--- config.mk ---
export PLATFORM = sky130hd
export DESIGN_NAME = nt_dopamine_reader
export DESIGN_NICKNAME = d
export VERILOG_FILES = /design/src/rtl/nt_dopamine_reader.sv
export SDC_FILE = /design/constraint.sdc
export NUM_CORES = 1
export LEC_CHECK = 0
export ABC_AREA = 1
export CAP_MARGIN = 30
export CELL_PAD_IN_SITES_DETAIL_PLACEMENT = 1
export CELL_PAD_IN_SITES_GLOBAL_PLACEMENT = 1
export CORE_ASPECT_RATIO = 0.7
export CORE_MARGIN = 3
export CORE_UTILIZATION = 45
export DETAILED_ROUTE_END_ITERATION = 8
export DONT_BUFFER_PORTS = 1
export PLACE_DENSITY = 0.8
export SETUP_SLACK_MARGIN = 0.05
export SLEW_MARGIN = 20
export SYNTH_ARGS = -nofsm -noshare
export SYNTH_HDL_FRONTEND = slang
export SYNTH_SLANG_ARGS = --single-unit
--- constraint.sdc ---
create_clock -name clk -period 1.9 [get_ports clk]
set_clock_uncertainty 0.1 [all_clocks]
set_input_delay 0.475 -clock clk [delete_from_list [all_inputs] [get_ports clk]]
set_output_delay 0.475 -clock clk [all_outputs]
set_load 0.05 [all_outputs]
--- src/rtl/nt_dopamine_reader.sv ---
// nt_dopamine_reader: consumer end of the dopamine channel.
//
// This block samples the 2-bit downscaled dopamine level and debounces it into a
// stable motivation state. When a new level is accepted it emits a one-cycle
// reward pulse (on an increase) or a letdown pulse (on a decrease). Reward pulses
// are blocked during a refractory interval that starts after each emitted reward.
// Craving is flagged once motivation has stayed at zero long enough.
//
// Ports:
//   clk            in   system clock (rising edge)
//   rst_n          in   synchronous, active-low reset
//   dopamine_level in   [1:0] downscaled dopamine level
//   motivation     out  [1:0] debounced, accepted level
//   reward_pulse   out  one-cycle pulse on an accepted increase (refractory-gated)
//   letdown_pulse  out  one-cycle pulse on an accepted decrease
//   craving        out  high while motivation has been 0 for >= CRAVE_CYCLES cycles
//   trend          out  [1:0] direction of the last accepted change
//                       (present only when NT_DOPAMINE_READER_TREND_EN is defined)
//
// Optional feature macro: NT_DOPAMINE_READER_TREND_EN adds the trend output.

module nt_dopamine_reader #(
  parameter int unsigned HOLD_CYCLES  = 4,
  parameter int unsigned REFRACTORY   = 8,
  parameter int unsigned CRAVE_CYCLES = 200
) (
  input  logic       clk,
  input  logic       rst_n,
  input  logic [1:0] dopamine_level,
  output logic [1:0] motivation,
  output logic       reward_pulse,
  output logic       letdown_pulse,
  output logic       craving
`ifdef NT_DOPAMINE_READER_TREND_EN
  ,
  output logic [1:0] trend
`endif
);

  localparam logic [7:0] HoldMax  = 8'(HOLD_CYCLES);
  localparam logic [7:0] RefrLoad = 8'(REFRACTORY);
  localparam logic [7:0] CraveMax = 8'(CRAVE_CYCLES);

  logic [1:0] cand_q, cand_d;
  logic [7:0] hold_q, hold_d;
  logic [1:0] mot_q, mot_d;
  logic [7:0] refr_q, refr_d;
  logic [7:0] crave_q, crave_d;
  logic       reward_q, reward_d;
  logic       letdown_q, letdown_d;
  logic       craving_q, craving_d;
`ifdef NT_DOPAMINE_READER_TREND_EN
  logic [1:0] trend_q, trend_d;
`endif

  logic       commit;
  logic [1:0] commit_val;

  always_comb begin
    // Debounce: a level must be seen HOLD_CYCLES times in a row to commit.
    cand_d     = cand_q;
    hold_d     = hold_q;
    commit     = 1'b0;
    commit_val = cand_q;
    if (dopamine_level != cand_q) begin
      cand_d = dopamine_level;
      hold_d = 8'd1;
      if (HoldMax == 8'd1) begin
        commit     = 1'b1;
        commit_val = dopamine_level;
      end
    end else if (hold_q < HoldMax) begin
      hold_d = hold_q + 8'd1;
      if (hold_d == HoldMax) begin
        commit = 1'b1;
      end
    end

    mot_d     = mot_q;
    reward_d  = 1'b0;
    letdown_d = 1'b0;
    refr_d    = (refr_q != 8'd0) ? refr_q - 8'd1 : refr_q;
`ifdef NT_DOPAMINE_READER_TREND_EN
    trend_d   = trend_q;
`endif

    if (commit) begin
      mot_d = commit_val;
      if (commit_val > mot_q) begin
        // A suppressed reward neither pulses nor extends the refractory interval.
        if (refr_q == 8'd0) begin
          reward_d = 1'b1;
          refr_d   = RefrLoad;
        end
`ifdef NT_DOPAMINE_READER_TREND_EN
        trend_d = 2'b01;
`endif
      end else if (commit_val < mot_q) begin
        letdown_d = 1'b1;
`ifdef NT_DOPAMINE_READER_TREND_EN
        trend_d   = 2'b10;
`endif
      end
    end

    // Craving tracks the registered motivation, so it lags commits by one edge.
    if (mot_q == 2'd0) begin
      crave_d = (crave_q == CraveMax) ? crave_q : crave_q + 8'd1;
    end else begin
      crave_d = 8'd0;
    end
    craving_d = (crave_d == CraveMax);
  end

  always_ff @(posedge clk) begin
    if (!rst_n) begin
      cand_q    <= 2'b10;
      hold_q    <= HoldMax;
      mot_q     <= 2'b10;
      refr_q    <= 8'd0;
      crave_q   <= 8'd0;
      reward_q  <= 1'b0;
      letdown_q <= 1'b0;
      craving_q <= 1'b0;
`ifdef NT_DOPAMINE_READER_TREND_EN
      trend_q   <= 2'b00;
`endif
    end else begin
      cand_q    <= cand_d;
      hold_q    <= hold_d;
      mot_q     <= mot_d;
      refr_q    <= refr_d;
      crave_q   <= crave_d;
      reward_q  <= reward_d;
      letdown_q <= letdown_d;
      craving_q <= craving_d;
`ifdef NT_DOPAMINE_READER_TREND_EN
      trend_q   <= trend_d;
`endif
    end
  end

  assign motivation    = mot_q;
  assign reward_pulse  = reward_q;
  assign letdown_pulse = letdown_q;
  assign craving       = craving_q;
`ifdef NT_DOPAMINE_READER_TREND_EN
  assign trend         = trend_q;
`endif

endmodule

==> key figures <==
Run status
  • Status: finished, final reports clean

GRT
  • Antenna violations before repair: 0
  • First-pass GRT wire length: between 6000 and 7000 µm
  • Pin count of the biggest net entering global routing: 12
  • Vias in the first global route: about 1300
  • Total grt overflow: 0
  • GRT Total Usage: roughly a fifth

Finish
  • Multi-input logic area: approximately 750 µm²
  • # fillers: roughly 400
  • Area Overhead vs Synth: 9.551%
  • Fin cells: between 200 and 300
  • Seq. cell area: approximately 620 µm²
  • Final nets: around 230
  • Fin area: 1650 µm²
  • Final Util: between 50% and 60%
  • N_diodes: 0
  • Layout cells sized above 1: a little under an eighth

Synthesis
  • Synth Area in XOR/XNOR: between 6 and 7%
  • Simple-gate area share of the yosys netlist: a little under a third
  • Seq cells post-synth: 31
  • Main combinational cell family by area after synthesis: simple AND/OR/NAND/NOR gates
  • Mapped Nets: approximately 220
  • Post-synthesis sequential area ratio: between 40% and 50%
  • Fraction of synthesized area in multiplexers: 0%
  • Synth Area in Adders: under 10%
  • Synth unique cells: 23
  • Syn_area_per_cell: a little over 7 µm²
  • Synthesized instance count: slightly above 200
  • Synthesized cell area: between 1500 and 2000 µm²
  • Number of synthesis warnings: 0
  • Compound-Gate Fraction of Synth Area: roughly 4.7%

Setup path
  • Crit Path Max Fanout: 5
  • WS Path Type: flip-flop to flip-flop
  • Crit path required time: approximately 2000 ps
  • R2R depth: 9
  • Startpoint types: flip-flop
  • Worst EP arrival: 1850 ps
  • Largest stage delay on the critical path: 320 ps
  • Ordered list of cells on the worst path: inv_1 -> ha_1 -> nand3_1 -> nor2_4 -> inv_1 -> ha_1 -> o21ai_1 -> nand2_1 -> a21oi_1
  • CP max stage cell: dfxtp_1
  • CP Capture Type: flip-flop

Clock network
  • Root Buffer Master: clkbuf_8
  • TritonCTS buffer count: 5
  • Sink Count: 31
  • Cts hold-fix bufs: 0
  • Skew-Pair Late Insertion Delay: 290 ps
  • Reg clk slew, reported paths: 60 ps
  • Longest Clk Path Bufs: 2
  • CTS tree: yes
  • H-tree depth: 2

STA
  • Endpoints failing hold: 0
  • Fin crit share: between 90% and 100%
  • Slew Limit Fails: 0
  • Fmax: slightly below 600 MHz
  • Crit path time final: 1735 ps
  • PnR worst setup slack: approximately 170 ps
  • Slew @ Worst Pin: around 490 ps
  • TNS Setup: 0 ps
  • Max-slew headroom: 67.00%
  • RSZ-0062 raised after global routing: true
  • Final setup fails: 0

Floorplanning
  • Io pins: 9
  • Die width: between 70 and 80 µm
  • Cell row count: 16
  • Initial core utilization: 50.50%
  • Height of the die: ~54 µm
  • CORE AREA: 2983 µm²
  • Die ar.: roughly 4100 µm²

Drt
  • Average wire per standard cell: 13.78 µm
  • Via density: around 5
  • Routed Antenna Nets: 0
  • Total number of vias: around 1200
  • DR pass1 iterations: 4
  • # DRC: 0
  • DRT Wirelength: approximately 3500 µm
  • Initial DRC Count: 34

Placed design
  • DP Area: roughly 1600 µm²
  • Placed Cells: approximately 240
  • Pre-CTS WS: approximately 110 ps
  • PortBufs: 0
  • Dpl hpwl: ~2700 µm
  • Placer Congestion: around 0.85

Power
  • Max VDD drop: 0.6023 mV
  • LEAKAGE: 0.7517 nW
  • Power Density: 1077 nW/µm²

Flow run
  • Max Cap Viol: 0

Min path
  • Min-delay worst type: primary input to flip-flop
  • Min-Delay Path Depth: 1
[flip-flops by register name, indices dropped and copies added (netlist names)]
signal / cells
cand_q: 2
crave_q: 8
craving: 1
hold_q: 8
letdown_pulse: 1
motivation: 2
refr_q: 8
reward_pulse: 1
[power by group]
group          internal, W  total (W)  switching, W
Clock             0.000257   0.000503      0.000246
Sequential        0.000715   0.000761     0.0000457
Combinational     0.000200   0.000513      0.000313
[cell type report]
class | count | area share, %
inverters | 34 | 7.733
clock inverters | 1 | 0.3033
multi-input cells | 140 | 45.56
well taps | 36 | 2.729
flip-flops and latches | 31 | 37.68
repair buffers | 3 | 1.365
clock buffers | 7 | 4.625
[per-stage QoR]
step,hold WS (ps),power (W)
global placement,324.8,0.001217
global route,161.5,0.001921
CTS,158.2,0.001770
detailed placement,328.9,0.001258
floorplan,315.5,0.001148
finish,168.7,0.001777
[Yosys cell counts]
library cell | n | area, µm²
ha_1 | 8 | 100.1
and2_1 | 1 | 6.260
clkbuf_2 | 1 | 5.000
nor2_2 | 5 | 31.28
nor3_1 | 2 | 10.01
or2_2 | 1 | 6.260
nor2_4 | 2 | 22.52
nand2_2 | 2 | 12.51
xnor2_1 | 4 | 35.03
clkbuf_1 | 1 | 3.750
nor2_1 | 30 | 112.6
nand3_1 | 15 | 75.07
nand3_2 | 1 | 10.01
o21ai_0 | 7 | 35.03
inv_2 | 2 | 7.510
xor2_1 | 8 | 70.07
dfxtp_1 | 31 | 620.6
nand2_1 | 45 | 168.9
nand4_1 | 3 | 18.77
o21bai_1 | 1 | 7.510
o211ai_1 | 1 | 7.510
a21oi_1 | 4 | 20.02
inv_1 | 32 | 120.1
[worst max-delay path, delay by kind of cell (launching register included)]
kind,cells,cell delay [ps]
AO/OA/AOI/OAI,2,270
adder cells (fa/ha/maj),2,450
buffers and inverters,2,200
flip-flops,1,320
AND/OR/NAND/NOR,3,340
[routing by layer]
metal / track usage (%) / vias up / part of all wire [%]
li1: - / 650 / -
met1: 26.68 / 577 / 51
met2: 31.94 / 14 / 44
met3: 5.688 / 5 / 3.3
met4: 8.721 / 0 / 1.2
met5: 0 / - / 0
[final timing paths]
path                             endpoint  slack [ps]  startpoint
worst min register to register  hold_q[7]         340   hold_q[7]
worst max-delay path            refr_q[0]         170   refr_q[1]
worst max register to register  refr_q[0]         170   refr_q[1]
worst min-delay path            hold_q[2]         170       rst_n
[cell usage in the layout (no fill, tap or decap)]
cell type  count
a21oi_1        4
and2_1         1
buf_4          3
clkbuf_1       2
clkbuf_8       5
clkinv_2       1
dfxtp_1       30
dfxtp_2        1
ha_1           8
inv_1         31
inv_2          3
nand2_1       45
nand2_2        2
nand3_1       15
nand3_2        1
nand4_1        3
nor2_1        29
nor2_2         6
nor2_4         2
nor3_1         2
o211ai_1       1
o21ai_0        6
o21ai_1        1
o21bai_1       1
or2_2          1
xnor2_1        4
xor2_1         8
[repair_timing]
item                       in CTS  in global routing
setup endpoints to repair       0                  2
gates resized for setup         0                  4
setup buffers                   0                  1
hold endpoints to repair        0                  0
[cells by family after synthesis]
logic type	count (synthesis)
fa+ha+maj	8
buf+inv	36
xor+xnor	12
compound gates	13
flops	31
simple gates	107
No activity file was read; power rests on OpenSTA's default activity.
